$ cat src/rtl/bluetooth_rx_pkg.sv
// Shared Bluetooth link definitions: receiver state encoding and framing
// constants used by both the transmit and receive stages.
package bt_pkg;

    localparam int BT_BAUD_DIV_9600 = 5208;
    localparam int BT_FRAME_BITS    = 10;

    typedef enum logic [2:0] {
        ST_IDLE  = 3'd0,
        ST_START = 3'd1,
        ST_DATA  = 3'd2,
        ST_STOP  = 3'd3,
        ST_BREAK = 3'd4
    } bt_rx_state_t;

endpackage

$ cat src/rtl/bluetooth_rx_if.sv
// Parallel output side of the Bluetooth receiver: received byte, strobes
// and busy flag. The receiver drives through the master modport.
interface bluetooth_rx_if;

    logic [7:0] data;
    logic       valid;
    logic       frame_err;
    logic       busy;

    modport master (
        output data,
        output valid,
        output frame_err,
        output busy
    );

    modport slave (
        input data,
        input valid,
        input frame_err,
        input busy
    );

endinterface

$ cat src/rtl/bluetooth_rx_sync.sv
// bt_sync: two-flop synchronizer for the asynchronous RXD pin, reset to the
// idle-high level. With BT_RX_GLITCH_FILTER_EN defined it also keeps a
// 3-deep history of the synchronized line (the newest entry being the
// synchronizer output itself) and offers the majority vote of it as the
// value to sample; otherwise the vote output is the synchronized line.
module bt_sync (
    input  logic clk,
    input  logic rst_n,
    input  logic din,
    output logic sync,
    output logic vote
);

    logic meta;

    // Two-stage synchronizer; both stages reset to the idle line level.
    always_ff @(posedge clk) begin
        if (!rst_n) begin
            meta <= 1'b1;
            sync <= 1'b1;
        end else begin
            meta <= din;
            sync <= meta;
        end
    end

`ifdef BT_RX_GLITCH_FILTER_EN
    // Older two entries of the history; entry 0 is the synchronizer output.
    logic [2:1] hist;

    // Shift the synchronized line into the history every cycle.
    always_ff @(posedge clk) begin
        if (!rst_n) begin
            hist <= 2'b11;
        end else begin
            hist <= {hist[1], sync};
        end
    end

    assign vote = (sync & hist[1]) | (sync & hist[2]) | (hist[1] & hist[2]);
`else
    assign vote = sync;
`endif

endmodule

$ cat src/rtl/bluetooth_rx.sv
// bluetooth_rx: 8N1 receiver for the Bluetooth module's TX line.
// Start edge is detected on the synchronized line, the start bit is
// re-checked at mid-bit, then data and stop bits are sampled one bit period
// apart. Good frames update data with a one-cycle valid; a low stop bit
// gives a one-cycle frame_err and parks in BREAK until the line goes high.
// Optional feature macro: BT_RX_GLITCH_FILTER_EN (majority-vote sampling,
// implemented inside bt_sync; sample timing is the same either way).
//
// state    | meaning
// ---------+-----------------------------------------------------------
// ST_IDLE  | line idle, waiting for a low level on the synchronized line
// ST_START | timing half a bit to re-check the start bit
// ST_DATA  | sampling 8 data bits, LSB first, one bit period apart
// ST_STOP  | waiting one bit period to sample the stop bit
// ST_BREAK | stop bit was low; wait for the line to return high
module bluetooth_rx
    import bt_pkg::*;
#(
    parameter int BAUD_DIV = BT_BAUD_DIV_9600,
    parameter int HALF_DIV = BAUD_DIV / 2
) (
    input  logic           clk,
    input  logic           rst_n,
    input  logic           RXD,
    bluetooth_rx_if.master rx
);

    localparam int              DATA_BITS = BT_FRAME_BITS - 2;
    localparam int              CW        = $clog2(BAUD_DIV);
    localparam logic [CW-1:0]   BAUD_LAST = CW'(BAUD_DIV - 1);
    localparam logic [CW-1:0]   HALF_LAST = CW'(HALF_DIV - 1);
    localparam logic [CW-1:0]   CNT_ONE   = CW'(1);
    localparam logic [2:0]      LAST_BIT  = 3'(DATA_BITS - 1);

    logic                   rxd_s;
    logic                   rxd_v;
    bt_rx_state_t           state;
    logic [CW-1:0]          cnt;
    logic [2:0]             bit_idx;
    logic [DATA_BITS-1:0]   shreg;
    logic [DATA_BITS-1:0]   data_q;
    logic                   valid_q;
    logic                   ferr_q;
    logic                   busy_q;

    bt_sync u_sync (
        .clk   (clk),
        .rst_n (rst_n),
        .din   (RXD),
        .sync  (rxd_s),
        .vote  (rxd_v)
    );

    // Receive FSM; all outputs are registered alongside the state.
    always_ff @(posedge clk) begin
        if (!rst_n) begin
            state   <= ST_IDLE;
            cnt     <= '0;
            bit_idx <= '0;
            shreg   <= '0;
            data_q  <= '0;
            valid_q <= 1'b0;
            ferr_q  <= 1'b0;
            busy_q  <= 1'b0;
        end else begin
            valid_q <= 1'b0;
            ferr_q  <= 1'b0;
            case (state)
                ST_IDLE: begin
                    if (!rxd_s) begin
                        state  <= ST_START;
                        cnt    <= '0;
                        busy_q <= 1'b1;
                    end
                end
                ST_START: begin
                    if (cnt == HALF_LAST) begin
                        cnt <= '0;
                        if (!rxd_v) begin
                            state   <= ST_DATA;
                            bit_idx <= '0;
                        end else begin
                            // High at mid-start: a glitch, not a frame.
                            state  <= ST_IDLE;
                            busy_q <= 1'b0;
                        end
                    end else begin
                        cnt <= cnt + CNT_ONE;
                    end
                end
                ST_DATA: begin
                    if (cnt == BAUD_LAST) begin
                        cnt            <= '0;
                        shreg[bit_idx] <= rxd_v;
                        bit_idx        <= bit_idx + 3'd1;
                        if (bit_idx == LAST_BIT) begin
                            state <= ST_STOP;
                        end
                    end else begin
                        cnt <= cnt + CNT_ONE;
                    end
                end
                ST_STOP: begin
                    if (cnt == BAUD_LAST) begin
                        cnt <= '0;
                        if (rxd_v) begin
                            data_q  <= shreg;
                            valid_q <= 1'b1;
                            state   <= ST_IDLE;
                            busy_q  <= 1'b0;
                        end else begin
                            ferr_q <= 1'b1;
                            state  <= ST_BREAK;
                        end
                    end else begin
                        cnt <= cnt + CNT_ONE;
                    end
                end
                ST_BREAK: begin
                    if (rxd_s) begin
                        state  <= ST_IDLE;
                        busy_q <= 1'b0;
                    end
                end
                default: begin
                    state  <= ST_IDLE;
                    cnt    <= '0;
                    busy_q <= 1'b0;
                end
            endcase
        end
    end

    assign rx.data      = data_q;
    assign rx.valid     = valid_q;
    assign rx.frame_err = ferr_q;
    assign rx.busy      = busy_q;

endmodule
$ cat src/flat_wrapper.sv
// flat-port wrapper written by rule: the top's interface ports become plain ports
module bluetooth_rx_flat import bt_pkg::*;
#(
    parameter int BAUD_DIV = BT_BAUD_DIV_9600,
    parameter int HALF_DIV = BAUD_DIV / 2
)
  (clk, rst_n, RXD, rx_data, rx_valid, rx_frame_err, rx_busy);
  bluetooth_rx_if rx_i ();
  input  logic clk;
  input  logic rst_n;
  input  logic RXD;
  output wire logic [$bits(rx_i.data)-1:0] rx_data;
  output wire logic [$bits(rx_i.valid)-1:0] rx_valid;
  output wire logic [$bits(rx_i.frame_err)-1:0] rx_frame_err;
  output wire logic [$bits(rx_i.busy)-1:0] rx_busy;
  assign rx_data = rx_i.data;
  assign rx_valid = rx_i.valid;
  assign rx_frame_err = rx_i.frame_err;
  assign rx_busy = rx_i.busy;
  bluetooth_rx #(.BAUD_DIV(BAUD_DIV), .HALF_DIV(HALF_DIV)) u_core (.clk(clk), .rst_n(rst_n), .RXD(RXD), .rx(rx_i));
endmodule
$ cat config.mk
export PLATFORM = sky130hd
export DESIGN_NAME = bluetooth_rx_flat
export DESIGN_NICKNAME = d
export VERILOG_FILES = /design/src/rtl/bluetooth_rx_pkg.sv /design/src/rtl/bluetooth_rx_if.sv /design/src/rtl/bluetooth_rx_sync.sv /design/src/rtl/bluetooth_rx.sv /design/src/flat_wrapper.sv
export SDC_FILE = /design/constraint.sdc
export NUM_CORES = 1
export LEC_CHECK = 0
export ABC_CLOCK_PERIOD_IN_PS = 3100
export BUFFER_PORTS_ARGS = -buffer_cell sky130_fd_sc_hd__clkbuf_2
export CAP_MARGIN = 5
export CORE_UTILIZATION = 60
export CTS_CLUSTER_DIAMETER = 80
export DETAILED_ROUTE_END_ITERATION = 10
export PLACE_DENSITY_LB_ADDON = 0.15
export SETUP_SLACK_MARGIN = 0.3
export SLEW_MARGIN = 10
export SYNTH_ARGS = -nofsm -noshare
export SYNTH_HDL_FRONTEND = slang
export SYNTH_SLANG_ARGS = --single-unit
$ cat constraint.sdc
create_clock -name clk -period 3.1 [get_ports clk]
set_input_delay 0.62 -clock clk [delete_from_list [all_inputs] [get_ports clk]]
set_output_delay 0.62 -clock clk [all_outputs]
set_load 0.01 [all_outputs]
==> results.sh <==
export IMPL_status="finished, final reports clean"
export IMPL_grt_max_degree=21
export IMPL_ys_warn_count=0
export IMPL_yosysTopAreaCell="dfxtp_1"
export IMPL_skew_ns=0.0108
export IMPL_drt_initial_drc_count=131
export IMPL_ant_nets=0
export IMPL_clkSlewWorstSetupHoldPaths_ns=0.12
export IMPL_ctsResizeCount=0
export IMPL_critical_path_startpoint="u_core.cnt[0]"
export IMPL_hold_class="reg -> reg"
export IMPL_synth_edff_count=0
export IMPL_syn_avg_cell_area_um2=9.02
export IMPL_routed_wirelength_mm=3.99
export IMPL_synthArstFlopShare_pct=0
export IMPL_htree_levels=2
export IMPL_instances_no_fill=265
export IMPL_synth_nets=220
export IMPL_maxSlewViolCount=0
export IMPL_cts_hold_buf=0
export IMPL_syn_to_final_growth_pct=6.81
export IMPL_clock_path_buffers=2
export IMPL_gp_congestion=0.869
export IMPL_overflow=0
export IMPL_dpl_hpwl_mm=2.79
export IMPL_fin_crit_ns=2.46
export IMPL_cp_start_kind="register"
export IMPL_grt_pass1_vias=1430
export IMPL_synthTopCellsByArea="dfxtp_1, mux2i_1, nand2_1"
export IMPL_die_area_um2=3450
export IMPL_synth_seq_cells=40
export IMPL_dr_pass1_iters=4
export IMPL_timing_fmax_mhz=406
export IMPL_fin_crit_sh_pct=79.5
export IMPL_die_w_um=58.7
export IMPL_n_antenna_cell=0
export IMPL_syn_inst=214
export IMPL_grt_pass1_wl_mm=6.63
export IMPL_start_util_pct=63.2
export IMPL_clockRootBuffer="clkbuf_4"
export IMPL_setup_viol=0
export IMPL_fin_area_um2=2060
export IMPL_r2r_start="u_core.cnt[0]"
export IMPL_cp_max_fo=9
export IMPL_p_leak_nw=0.828
export IMPL_tightest_slew_ns=0.632
export IMPL_holdWs_ns=0.421
export IMPL_grt_use_total_pct=25.6
export IMPL_wl_per_cell_um=15.1
export IMPL_clock_latency_ns=0.35
export IMPL_placed_area_um2=1980
export IMPL_ioPinCount=14
export IMPL_dr_total_vias=1622
export IMPL_setup_tns_final_ns=0
export IMPL_rows=20
export IMPL_netlist_area_um2=1930
export IMPL_synth_flop_cell="dfxtp_1"
export IMPL_num_fill_cells=268
export IMPL_post_cts_buffers=0
export IMPL_io_buffers=13
export IMPL_die_y_um=58.7
export IMPL_viasPerCell=6.12
export IMPL_path_class="reg -> reg"
export IMPL_tritoncts="yes"
export IMPL_drc=0
export IMPL_cp_arrival_ns=2.71
export IMPL_rsz0062_at_grt="no"
export IMPL_critPathRequiredTime_ns=3.34
export IMPL_yosysSeqAreaShare_pct=41.5
export IMPL_core_area_um2=3050
export IMPL_antenna_found_initial=0
export IMPL_cellPowerDensity_nw_per_um2=436
export IMPL_seq_area_um2=801
export IMPL_finalHoldViolCount=0
export IMPL_dp_cells=257
export IMPL_nets=226
export IMPL_irDropWorstVdd_mv=0.286
export IMPL_synth_cell_type_count=50
export IMPL_cts_buffers=5
export IMPL_synth_top_area_share_pct=41.5
export IMPL_slew_headroom_pct=57.8
export IMPL_clock_sinks=40
export IMPL_drive_gt1_share_pct=13.6
export IMPL_hold_start="u_core.u_sync.meta"
export IMPL_crit_path_end_kind="register"
export IMPL_cap_violations=0
export IMPL_multi_input_area_um2=1030
## cell families (layout without fill, tap and decap cells)
group / after synthesis / after routing / synth area share [%]
buffers and inverters: 21 / 28 / 5.12
XOR/XNOR: 1 / 1 / 0.454
multiplexers: 16 / 16 / 8.30
AO/OA/AOI/OAI: 39 / 39 / 15.1
AND/OR/NAND/NOR: 94 / 94 / 27.6
adder cells (fa/ha/maj): 3 / 3 / 1.94
flip-flops: 40 / 40 / 41.5
## synth_stat cells (4+ instances only)
library cell,instances
a21oi_1,6
a31oi_1,9
and3_1,7
buf_2,4
buf_4,4
clkbuf_1,5
dfxtp_1,40
inv_1,6
mux2i_1,16
nand2_1,22
nand2b_1,8
nand3_1,11
nand4_1,4
nor2_1,18
## report_power, final
part           total [mW]  switching (mW)  internal [mW]
registers           0.521         0.00405          0.517
clock network       0.342           0.173          0.168
logic              0.0365          0.0251         0.0114
total               0.899           0.203          0.697
## cell usage in the layout (no fill, tap or decap), types with 3 or more instances in the layout
master	count
clkbuf_2	13
mux2i_1	16
dfxtp_1	40
inv_1	6
nor3b_2	3
nand2_1	22
a21oi_1	6
nand3_1	11
nand4_1	4
and4bb_1	3
and3_1	7
a31oi_1	9
o22ai_1	3
nor3_1	3
nand2b_1	8
nor2_1	18
ha_1	3
clkbuf_4	5
## metrics by stage
step / setup slack (ns) / total power [mW] / utilization (%)
2_1_floorplan: 1.26 / 0.558 / -
3_3_place_gp: 0.742 / 0.567 / 64.9
3_5_place_dp: 0.682 / 0.568 / 64.9
4_1_cts: 0.671 / 0.904 / 67.5
5_1_grt: 0.407 / 0.932 / 67.5
6_report: 0.635 / 0.899 / 67.5
## state kept, by name, summed over array words and instances (netlist names)
register and count:
u_core.bit_idx 3, u_core.u_sync.sync 1, u_core.shreg 8, u_core.state 3, u_core.cnt 13, u_core.rx.data 8
u_core.rx.busy 1, u_core.rx.frame_err 1, u_core.u_sync.meta 1, u_core.rx.valid 1
## worst max-delay path, stage by stage (launching register included)
cell and delay [ns]:
dfxtp_1 0.39, ha_1 0.31, and4bb_1 0.25, and3_1 0.39
nand4_1 0.58, mux2i_1 0.36, nor2_1 0.07
## layer usage
| layer | track usage, % | vias to the layer above | routed length, µm |
|---|---|---|---|
| met1 | 34.9 | 779 | 1870 |
| met4 | 9.18 | 0 | 54 |
| met3 | 6.37 | 7 | 209 |
| li1 | - | 789 | - |
| met5 | 0 | - | 0 |
| met2 | 39.3 | 47 | 1860 |
## layout make-up
type | instances | share of cell area (%)
Tap cell | 44 | 2.67
Inverter | 6 | 1.09
Sequential cell | 40 | 38.8
Timing Repair Buffer | 14 | 3.52
Clock buffer | 5 | 1.82
Clock inverter | 3 | 2.06
Multi-Input combinational cell | 153 | 50.0
## final timing paths
check | to | depth (start not counted) | slack [ns]
hold reg to reg | u_core.u_sync.sync | 1 | 0.42
hold / removal | u_core.u_sync.sync | 1 | 0.42
setup / recovery | u_core.rx.data[5] | 6 | 0.64
setup reg to reg | u_core.rx.data[5] | 6 | 0.64
No activity file was read; power rests on OpenSTA's default activity.
